--- config.mk ---
export PLATFORM = sky130hd
export DESIGN_NAME = spi_apb_burst_bridge
export DESIGN_NICKNAME = d
export VERILOG_FILES = /design/src/rtl/spi_apb_burst_bridge.sv
export SDC_FILE = /design/constraint.sdc
export NUM_CORES = 1
export LEC_CHECK = 0
export ABC_AREA = 1
export BUFFER_PORTS_ARGS = -buffer_cell sky130_fd_sc_hd__clkbuf_2
export CAP_MARGIN = 5
export CORE_MARGIN = 2
export CORE_UTILIZATION = 31
export CTS_CLUSTER_DIAMETER = 60
export CTS_CLUSTER_SIZE = 30
export DETAILED_ROUTE_END_ITERATION = 6
export GPL_TIMING_DRIVEN = 1
export SYNTH_ARGS = -nofsm -noshare
export SYNTH_HDL_FRONTEND = slang
export SYNTH_SLANG_ARGS = --single-unit
--- constraint.sdc ---
create_clock -name spi_clk_i -period 2 [get_ports spi_clk_i]
set_input_delay 0.1 -clock spi_clk_i [delete_from_list [all_inputs] [get_ports spi_clk_i]]
set_output_delay 0.1 -clock spi_clk_i [all_outputs]
set_load 0.005 [all_outputs]
--- src/rtl/spi_apb_burst_bridge.sv ---
// spi_apb_burst_bridge: decodes SPI command frames and issues APB master
// transfers, with burst read/write (address auto-increment), CRC error
// logging to two APB addresses, SLVERR capture and sticky error status.
// Optional feature macro: APB_TIMEOUT_EN (ACCESS-phase timeout, TIMEOUT_CYC).
module spi_apb_burst_bridge #(
  parameter int                ADDR_W      = 10,
  parameter int                DATA_W      = 32,
  parameter int                BURST_W     = 4,
  parameter logic [ADDR_W-1:0] ERR_ADDR0   = 10'h004,
  parameter logic [ADDR_W-1:0] ERR_ADDR1   = 10'h008,
  parameter logic [31:0]       CHIP_ID     = 32'h01010164,
  parameter int                TIMEOUT_CYC = 64
) (
  input  logic                spi_clk_i,
  input  logic                spi_cs_i,
  input  logic [DATA_W+3:0]   spi_rx_word_i,
  input  logic                rx_done_i,
  input  logic                crc5_chk_i,
  input  logic [4:0]          crc5_ext_i,
  input  logic [3:0]          spi_cmd4b_i,
  input  logic                spi_cmd4b_en_i,
  input  logic                tx_done_i,
  output logic [DATA_W-1:0]   spi_tx_word_o,
  output logic                tx_ready_o,
  input  logic [7:0]          stim_mask_en_i,
  output logic [ADDR_W-1:0]   apb_addr_o,
  output logic                apb_sel_o,
  output logic                apb_enable_o,
  output logic                apb_write_o,
  output logic [DATA_W-1:0]   apb_wdata_o,
  output logic [DATA_W/8-1:0] apb_strb_o,
  input  logic [DATA_W-1:0]   apb_rdata_i,
  input  logic                apb_ready_i,
  input  logic                apb_slverr_i,
  output logic [31:0]         chip_id_o,
  output logic [3:0]          err_status_o,
  output logic                error_o
);

  localparam logic [3:0] CMD_WR_ADD   = 4'd1;
  localparam logic [3:0] CMD_WR_DATA  = 4'd2;
  localparam logic [3:0] CMD_RD_ADD   = 4'd3;
  localparam logic [3:0] CMD_RD_DATA  = 4'd4;
  localparam logic [3:0] CMD_CONFIG   = 4'd5;
  localparam logic [3:0] CMD_CHIP_ID  = 4'd6;
  localparam logic [3:0] CMD_STIM_ST  = 4'd7;
  localparam logic [3:0] CMD_BURST_WR = 4'd8;
  localparam logic [3:0] CMD_BURST_RD = 4'd9;
  localparam logic [ADDR_W-1:0] STEP  = ADDR_W'(DATA_W / 8);

  typedef enum logic [2:0] {
    S_IDLE, S_WR_PEND, S_RD_PEND, S_TX_WAIT, S_BURST_WR, S_ERR1, S_ERR2
  } state_e;

  typedef enum logic [1:0] {APB_IDLE, APB_SETUP, APB_ACCESS} apb_e;

  state_e              state_q, state_d;
  apb_e                apb_q, apb_d;
  logic [ADDR_W-1:0]   addr_q, addr_d;
  logic [DATA_W-1:0]   wdata_q, wdata_d;
  logic                write_q, write_d;
  logic                sel_q, sel_d;
  logic                en_q, en_d;
  logic [DATA_W-1:0]   tx_word_q, tx_word_d;
  logic                tx_ready_q, tx_ready_d;
  logic [3:0]          err_q, err_d;
  logic                error_q, error_d;
  logic [BURST_W-1:0]  cnt_q, cnt_d;
  logic                burst_q, burst_d;
  logic [8:0]          err_info_q, err_info_d;

  logic [3:0]          cmd;
  logic [DATA_W-1:0]   payload;
  logic                apb_done;
  logic                tmo_hit;

`ifdef APB_TIMEOUT_EN
  localparam int TMO_W = $clog2(TIMEOUT_CYC + 1);
  logic [TMO_W-1:0] tmo_q, tmo_d;
`endif

  assign cmd     = spi_rx_word_i[DATA_W+3:DATA_W];
  assign payload = spi_rx_word_i[DATA_W-1:0];

  // Next-state logic for the command FSM, the APB FSM and all datapath registers.
  always_comb begin
    // NOTE: every _d starts as its _q so no path through this block infers a latch.
    state_d    = state_q;
    apb_d      = apb_q;
    addr_d     = addr_q;
    wdata_d    = wdata_q;
    write_d    = write_q;
    tx_word_d  = tx_word_q;
    tx_ready_d = tx_ready_q;
    err_d      = err_q;
    cnt_d      = cnt_q;
    burst_d    = burst_q;
    err_info_d = err_info_q;
    error_d    = |err_q;

    apb_done = (apb_q == APB_ACCESS) && apb_ready_i;
    tmo_hit  = 1'b0;
`ifdef APB_TIMEOUT_EN
    tmo_d   = (apb_q == APB_ACCESS) ? tmo_q + 1'b1 : '0;
    tmo_hit = (apb_q == APB_ACCESS) && !apb_ready_i && (tmo_q == TMO_W'(TIMEOUT_CYC - 1));
`endif

    // APB sequencing: a pending main state requests exactly one transfer.
    unique case (apb_q)
      APB_IDLE:   if (state_q inside {S_WR_PEND, S_RD_PEND, S_ERR1, S_ERR2}) apb_d = APB_SETUP;
      APB_SETUP:  apb_d = APB_ACCESS;
      APB_ACCESS: if (apb_ready_i || tmo_hit) apb_d = APB_IDLE;
      default:    apb_d = APB_IDLE;
    endcase

    if (apb_done && apb_slverr_i) err_d[1] = 1'b1;

    unique case (state_q)
      S_IDLE: begin
        // Short command wins over a coincident frame.
        if (spi_cmd4b_en_i && (spi_cmd4b_i == CMD_CHIP_ID || spi_cmd4b_i == CMD_STIM_ST)) begin
          tx_word_d  = (spi_cmd4b_i == CMD_CHIP_ID) ? DATA_W'(CHIP_ID) : DATA_W'(stim_mask_en_i);
          tx_ready_d = 1'b1;
          state_d    = S_TX_WAIT;
        end else if (rx_done_i) begin
          if (cmd == CMD_RD_DATA || cmd > CMD_BURST_RD) begin
            err_d[3] = 1'b1;
          end else if (crc5_chk_i) begin
            unique case (cmd)
              CMD_WR_DATA: wdata_d = payload;
              CMD_WR_ADD: begin
                addr_d = payload[ADDR_W-1:0]; write_d = 1'b1;
                burst_d = 1'b0; cnt_d = '0; state_d = S_WR_PEND;
              end
              CMD_RD_ADD: begin
                addr_d = payload[ADDR_W-1:0]; write_d = 1'b0;
                burst_d = 1'b0; cnt_d = '0; state_d = S_RD_PEND;
              end
              CMD_CONFIG: begin
                wdata_d = '0; tx_word_d = '0; tx_ready_d = 1'b0; err_d = '0;
                burst_d = 1'b0; cnt_d = '0; addr_d = '0;
              end
              CMD_BURST_WR, CMD_BURST_RD: begin
                addr_d  = payload[ADDR_W-1:0];
                cnt_d   = payload[ADDR_W+BURST_W-1:ADDR_W];
                burst_d = 1'b1;
                write_d = (cmd == CMD_BURST_WR);
                state_d = (cmd == CMD_BURST_WR) ? S_BURST_WR : S_RD_PEND;
              end
              default: ;
            endcase
          end else if (cmd inside {CMD_WR_ADD, CMD_WR_DATA, CMD_RD_ADD, CMD_BURST_WR, CMD_BURST_RD}) begin
            addr_d     = ERR_ADDR0;
            wdata_d    = payload;
            write_d    = 1'b1;
            err_info_d = {crc5_ext_i, cmd};
            state_d    = S_ERR1;
          end
        end
      end
      S_BURST_WR: begin
        if (rx_done_i) begin
          if (cmd == CMD_WR_DATA && crc5_chk_i) begin
            wdata_d = payload;
            state_d = S_WR_PEND;
          end else begin
            err_d[3] = 1'b1; burst_d = 1'b0; cnt_d = '0; state_d = S_IDLE;
          end
        end
      end
      S_TX_WAIT: begin
        if (rx_done_i && cmd != CMD_RD_DATA) err_d[3] = 1'b1;
        if (tx_done_i) begin
          tx_ready_d = 1'b0;
          tx_word_d  = '0;
          if (burst_q && cnt_q != '0) begin
            cnt_d = cnt_q - 1'b1; addr_d = addr_q + STEP; state_d = S_RD_PEND;
          end else begin
            burst_d = 1'b0; state_d = S_IDLE;
          end
        end
      end
      default: begin // S_WR_PEND, S_RD_PEND, S_ERR1, S_ERR2
        if (rx_done_i) err_d[3] = 1'b1;
        if (apb_done) begin
          unique case (state_q)
            S_WR_PEND:
              if (burst_q && cnt_q != '0) begin
                cnt_d = cnt_q - 1'b1; addr_d = addr_q + STEP; state_d = S_BURST_WR;
              end else begin
                burst_d = 1'b0; state_d = S_IDLE;
              end
            S_RD_PEND: begin
              tx_word_d = apb_rdata_i; tx_ready_d = 1'b1; state_d = S_TX_WAIT;
            end
            S_ERR1: begin
              addr_d  = ERR_ADDR1;
              wdata_d = {{(DATA_W-9){1'b0}}, err_info_q};
              state_d = S_ERR2;
            end
            S_ERR2: begin
              err_d[0] = 1'b1; state_d = S_IDLE;
            end
            default: ;
          endcase
        end else if (tmo_hit) begin
          err_d[2] = 1'b1; burst_d = 1'b0; cnt_d = '0; state_d = S_IDLE;
        end
      end
    endcase

    sel_d = (apb_d != APB_IDLE);
    en_d  = (apb_d == APB_ACCESS);
  end

  // State and output registers; chip-select high is a synchronous reset.
  always_ff @(posedge spi_clk_i) begin
    if (spi_cs_i) begin
      // NOTE: sequential state uses non-blocking assignments only, so all flops update together.
      state_q    <= S_IDLE;
      apb_q      <= APB_IDLE;
      addr_q     <= '0;
      wdata_q    <= '0;
      write_q    <= 1'b0;
      sel_q      <= 1'b0;
      en_q       <= 1'b0;
      tx_word_q  <= '0;
      tx_ready_q <= 1'b0;
      err_q      <= '0;
      error_q    <= 1'b0;
      cnt_q      <= '0;
      burst_q    <= 1'b0;
      err_info_q <= '0;
`ifdef APB_TIMEOUT_EN
      tmo_q      <= '0;
`endif
    end else begin
      state_q    <= state_d;
      apb_q      <= apb_d;
      addr_q     <= addr_d;
      wdata_q    <= wdata_d;
      write_q    <= write_d;
      sel_q      <= sel_d;
      en_q       <= en_d;
      tx_word_q  <= tx_word_d;
      tx_ready_q <= tx_ready_d;
      err_q      <= err_d;
      error_q    <= error_d;
      cnt_q      <= cnt_d;
      burst_q    <= burst_d;
      err_info_q <= err_info_d;
`ifdef APB_TIMEOUT_EN
      tmo_q      <= tmo_d;
`endif
    end
  end

  assign apb_addr_o    = addr_q;
  assign apb_sel_o     = sel_q;
  assign apb_enable_o  = en_q;
  assign apb_write_o   = write_q;
  assign apb_wdata_o   = wdata_q;
  assign apb_strb_o    = '1;
  assign spi_tx_word_o = tx_word_q;
  assign tx_ready_o    = tx_ready_q;
  assign chip_id_o     = CHIP_ID;
  assign err_status_o  = err_q;
  assign error_o       = error_q;

endmodule

==> impl_metrics.ini, run 1 <==
[synth]
syn-cell-area_mm2 = 0.005871
async_reset_ff_share_pct = 0
ys_seq_elements = 101
yosysWarnings = 0
synth_edf_count = 0
avgSynthCellArea_um2 = 6.347
synth_ff_type = dfxtp_1
seq_area_frac_synth_pct = 34.44
netlist_instances = 925
ys_types = 35

[clocking]
clock_tree.htree_level_count = 3
post_cts_buffers = 0
clk_path_buf_depth = 2
clk_pin_slew_ns = 0.08
cts_tree = done
clk_latency_ns = 0.36
cts_inserted_buffers = 9
root_buffer = clkbuf_16
clock_sinks = 101

[grt]
grt_use_met2_pct = 29.23
grt_max_degree = 71
grt_use_total_pct = 16.98
antenna_found_initial = 0
first_global_vias = 5633
met1_usage_pct = 21.05
met3_usage_pct = 4.826
grt.busiest_layer = met2
globalRouteOverflowTotal = 0
grt_pass1_wl_mm = 27.63

[layout]
final_cell_area_mm2 = 0.007398
post-route-util_pct = 39.68
nFillCells = 2005
drive_above_1_share_pct = 23.07
final_nets = 1204
area_growth_pct = 26.02
n_antenna_cell = 0

[setup_path]
worstSetupEndpointType = register
critical_path_peak_fanout = 15
crit_path_start_kind = register
crit_required_ns = 2.23
worstPathArrival_ns = 2.06
critPathKind = reg -> reg

[pwr]
leakagePower_nw = 3.804
ir_drop_uv = 649.5
pwr_density_cell_mw_per_mm2 = 1521
power_mw = 11.25

[timing]
worst_slack_ns = 0.1690
fin_crit_ns = 1.831
final-max-slew-violation-count = 0
fmax_mhz = 546.1
finalSetupViolCount = 0
finClkSkew_ns = 0.01016
tns_ns = 0
rsz0062_at_grt = no
period_share_pct = 91.55
hold_violations = 0

[floorplanning]
dieArea_mm2 = 0.02005
chipHeight_um = 141.6
ios = 212
row_count = 50
coreArea_mm2 = 0.01864
start_util_pct = 31.49
die_w_um = 141.6

[routing]
drt_iter0_drc = 262
vias = 6120
drc = 0
ant_nets = 0
wl_mm = 17.28
vias_per_cell = 4.540
firstDrtPassIters = 5
wl_per_cell_um = 12.82

[hold_path]
hp-class = in -> reg

[placed_design]
post_dp_cell_area_mm2 = 0.006865
pre_cts_ws_ns = 0.1141
gp_congestion = 0.9374
portBuffers = 174
dp_hpwl_mm = 12.47

[job]
cap_violations = 0

[status]
status = completed
[layout by cell type (no fill, tap or decap), types with 4 or more instances in the layout]
cell type      synthesis  final
nand2_1              211    210
clkbuf_2               0    174
nor2_1               136    136
inv_1                106    106
nand3_1              100    100
dfxtp_1              101     99
o21ai_0               49     49
a21oi_1               45     45
conb_1                 2     37
nand4_1               28     28
dlygate4sd3_1          0     21
buf_4                 41     17
inv_2                 15     16
clkbuf_16              0      9
nor2_4                 7      7
o21ai_1                6      6
o22ai_1                6      6
nand2_2                4      5
nand3_2                4      4
nand3b_1               4      4
buf_12                 0      4
[path summary, 6_finish.rpt]
| check | startpoint | to | slack (ns) | depth (start not counted) |
|---|---|---|---|---|
| hold reg to reg | err_info_q[5] | err_info_q[5] | 0.45 | 2 |
| setup reg to reg | state_q[1] | spi_tx_word_o[20] | 0.17 | 7 |
| hold / removal | crc5_ext_i[2] | err_info_q[6] | 0.03 | 3 |
| setup / recovery | state_q[1] | spi_tx_word_o[20] | 0.17 | 7 |
[synth_stat cells, types with 6 or more instances]
library cell	number	area share, %
nand2_1	211	13
nor2_1	136	8.7
inv_1	106	6.8
dfxtp_1	101	34
nand3_1	100	8.5
o21ai_0	49	4.2
a21oi_1	45	3.8
buf_4	41	5.2
nand4_1	28	3.0
buf_2	16	1.4
inv_2	15	0.96
clkbuf_1	13	0.83
nor2_4	7	1.3
buf_6	6	1.2
o21ai_1	6	0.51
o22ai_1	6	0.64
[area by class of cell]
class | count | area [um^2] | area share, %
Multi-Input combinational cell | 654 | 2989 | 40.40
Sequential cell | 101 | 2024 | 27.36
Timing Repair Buffer | 217 | 1300 | 17.57
Inverter | 126 | 478.0 | 6.460
Tap cell | 234 | 292.8 | 3.957
Clock buffer | 9 | 225.2 | 3.044
Clock inverter | 7 | 88.84 | 1.201
[registers in the layout, indices dropped and copies added (netlist names), 2 cells and up]
signal / cells
apb_addr_o: 10
apb_wdata_o: 32
err_info_q: 9
cnt_q: 4
state_q: 3
err_status_o: 3
apb_q: 2
spi_tx_word_o: 32
[where the power goes]
group | switching (mW) | total (mW) | internal (mW)
clock | 0.882 | 1.89 | 1.01
combinational | 3.99 | 6.30 | 2.31
sequential | 0.401 | 3.06 | 2.66
[timing repair]
action	in CTS	in global routing
hold buffers	21	0
gates resized for setup	0	4
endpoints found under the hold margin	21	0
setup endpoints to repair	0	30
[stage by stage]
stage,hold WS (ns),instances
after global routing,0.03802,1348
after detailed placement,0.3553,1311
after floorplan,0.2602,960
final,0.02767,1348
after CTS,0.02368,1348
after global placement,0.3507,1311
[layer usage]
| layer | vias up | wire, um | share of wire (%) |
|---|---|---|---|
| met2 | 202 | 8118 | 47 |
| met5 | - | 0 | 0 |
| met4 | 0 | 170 | 0.98 |
| li1 | 3213 | - | - |
| met3 | 10 | 1274 | 7.4 |
| met1 | 2695 | 7713 | 45 |
[critical path: stages, from the launching register on]
cell	delay [ns]
dfxtp_1	0.38
nor2_4	0.26
nand2_8	0.15
nand3_1	0.17
nand2_2	0.19
buf_4	0.23
o21ai_0	0.22
a21oi_1	0.11
[cells by family (layout without fill, tap and decap cells)]
family          Yosys count  after routing  synth area share (%)
other cells               2             37                0.1279
buf+inv                 205            359                 16.92
simple gates            502            502                 37.98
fa+ha+maj                 2              2                0.4262
compound gates          113            113                 10.10
flops                   101            101                 34.44
No activity file was read; power rests on OpenSTA's default activity.
==> run 2, diff against run 1 <==
Settings changed: ABC_AREA 1 to not set, BUFFER_PORTS_ARGS -buffer_cell sky130_fd_sc_hd__clkbuf_2 to not set, DONT_BUFFER_PORTS set to 1.
Clock period 2 ns to 2.1 ns, I/O delays scaled along.
==> impl_metrics.ini, run 2 <==
[status]
status = completed

[routing]
top_layer_used = met4
wl_per_cell_um = 16.95
met2_length_mm = 7.527
vias_per_cell = 5.208
firstDrtPassIters = 5
drc = 0
routed-wl-met3_mm = 1.787
wl_mm = 15.76
drt_iter0_drc = 277
met1_length_mm = 6.318
vias = 4843
ant_nets = 0

[floorplanning]
die_w_um = 133.2
coreArea_mm2 = 0.01647
dieArea_mm2 = 0.01774
ios = 212
row_count = 47
start_util_pct = 31.43
chipHeight_um = 133.2

[setup_path]
worstSetupEndpointType = register
crit_family = simple AND/OR/NAND/NOR gates
crit_cells = 8
critical_path_peak_fanout = 5
crit_path_start_kind = register
crit_path_cell_trace = inv_1 > ha_1 > or3b_2 > and2_4 > mux2i_2 > o21ai_0 > a211oi_1 > nor3_1
max_stage_delay_ns = 0.50
critPathKind = reg -> reg
r2r_cells = 8
worst-path-buf-inv = 1
worstSetupStartpoint = cnt_q[0]
r2r-start = cnt_q[0]
crit_required_ns = 2.33
crit_slowest_cell = or3b_2
worstPathArrival_ns = 2.21

[synth]
ys_seq_elements = 101
ys_types = 66
netlist.area_leader.share_pct = 39.07
netlist_instances = 636
synth_commonest_cells = dfxtp_1 (101), nand2_1 (65), a21oi_1 (47)
seq_area_frac_synth_pct = 39.07
avgSynthCellArea_um2 = 8.137
yosysMostFrequentCell = dfxtp_1
async_reset_ff_share_pct = 0
synth_ff_type = dfxtp_1
synth_edf_count = 0
yosysWarnings = 0
syn-cell-area_mm2 = 0.005175
synth.area.top_cells = dfxtp_1 (39%), buf_4 (5.8%), nand2_1 (4.7%)
yosys.area.top_type = dfxtp_1

[layout]
final_cell_area_mm2 = 0.006460
layout_commonest_cell = dfxtp_1
area_growth_pct = 24.83
final_cell_mix = dfxtp_1 (101), dlygate4sd3_1 (80), nand2_1 (65), a21oi_1 (47), nor2_1 (46)
regArea_mm2 = 0.002022
drive_above_1_share_pct = 9.450
multi_input_area_mm2 = 0.002739
nFillCells = 1639
final_nets = 799

[timing]
holdWs_ns = 0.02340
rsz0062_at_grt = no
fmax_mhz = 502.8
fin_crit_ns = 1.989
finClkSkew_ns = 0.006694
hold_violations = 0
period_share_pct = 94.71
final-max-slew-violation-count = 0
tns_ns = 0
finalSetupViolCount = 0

[job]
cap_violations = 0

[pwr]
p_sw_mw = 2.714
p_sw_share_pct = 38.52
seq_power_share_pct = 37.6
ir_drop_uv = 609.7
intPower_mw = 4.330
p_clk_share_pct = 22.7
pwr_density_cell_mw_per_mm2 = 1090
leakagePower_nw = 2.446
power.share.combinational_pct = 39.7

[grt]
antenna_found_initial = 1
globalRouteOverflowTotal = 0
grt_pass1_wl_mm = 24.70
grt_use_total_pct = 17.32
first_global_vias = 4586
grt_max_degree = 101

[clocking]
root_buffer = clkbuf_16
cts_tree = done
clock_tree.htree_level_count = 3
clock_sinks = 101
clk_latency_ns = 0.35
clk_pin_slew_ns = 0.07
cts_inserted_buffers = 9
post_cts_buffers = 0
clk_path_buf_depth = 2

[placed_design]
post_dp_cell_area_mm2 = 0.005334
dp_hpwl_mm = 10.16
gp_congestion = 0.8449
portBuffers = 0

[hold_path]
hold_path_startpoint = spi_rx_word_i[8]
min_path_cells = 4
hp-class = in -> reg
run 2: cell count changes in the layout (fill, tap and decap cells not counted), moves of 21 or more:
cell           previous run  this run
clkbuf_2                174         0
nand2_1                 210        65
inv_1                   106        13
nor2_1                  136        46
nand3_1                 100        28
dlygate4sd3_1            21        80
nor3_1                    1        28
nand4_1                  28         3
nand3b_1                  4        25
run 2: power by group through the flow:
| stage | clock (mW) | combinational [mW] | sequential, mW |
|---|---|---|---|
| after floorplan | 0 | 1.96 | 2.57 |
| after global placement | 0 | 2.57 | 2.69 |
| after detailed placement | 0 | 2.58 | 2.68 |
| after CTS | 1.66 | 2.76 | 2.64 |
| after global routing | 1.74 | 3.10 | 2.70 |
| final | 1.60 | 2.80 | 2.65 |
run 2: logic make-up after synthesis:
group	share of synthesized area (%)
mux	2.514
flops	39.07
buf+inv	10.90
simple gates	25.56
fa+ha+maj	0.6769
other cells	0.1451
xor+xnor	1.015
compound gates	20.12
run 2: routing by layer:
layer | track usage [%] | up-vias
li1 | - | 2323
met1 | 20.07 | 2257
met2 | 30.11 | 253
met3 | 7.801 | 10
met4 | 2.600 | 0
met5 | 0 | -
run 2: worst min-delay path: stages:
cell      delay [ns]
nand2_1         0.05
o31ai_1         0.06
nand2b_1        0.06
a21oi_1         0.05
run 2: timing repair:
item | in CTS | in global routing
resized for setup | 0 | 7
endpoints found under the hold margin | 100 | 0
setup endpoints to repair | 0 | 56
hold buffers | 81 | 0
run 2: final timing paths:
| path | to | slack, ns |
|---|---|---|
| setup / recovery | apb_addr_o[3] | 0.11 |
| hold / removal | apb_addr_o[8] | 0.02 |
| setup reg to reg | apb_addr_o[3] | 0.11 |
| hold reg to reg | spi_tx_word_o[18] | 0.47 |
run 2: layout make-up:
type                    instances  area share (%)
clock inverters                 4          0.5036
well taps                     220           4.261
multi-input cells             471           42.40
repair buffers                107           16.81
flip-flops and latches        101           31.30
clock buffers                  12           3.816
inverters                      14          0.8716
diodes                          1         0.03874
run 2: through the flow:
step | setup WS (ns) | utilization [%] | std cells | power [mW]
final | 0.1111 | 39.23 | 930 | 7.044
after floorplan | 0.1390 | - | 671 | 4.527
after detailed placement | 0.06946 | 32.39 | 832 | 5.268
after CTS | 0.03281 | 39.12 | 929 | 7.060
after global routing | 0.006494 | 39.23 | 930 | 7.539
after global placement | 0.1219 | 32.39 | 832 | 5.252
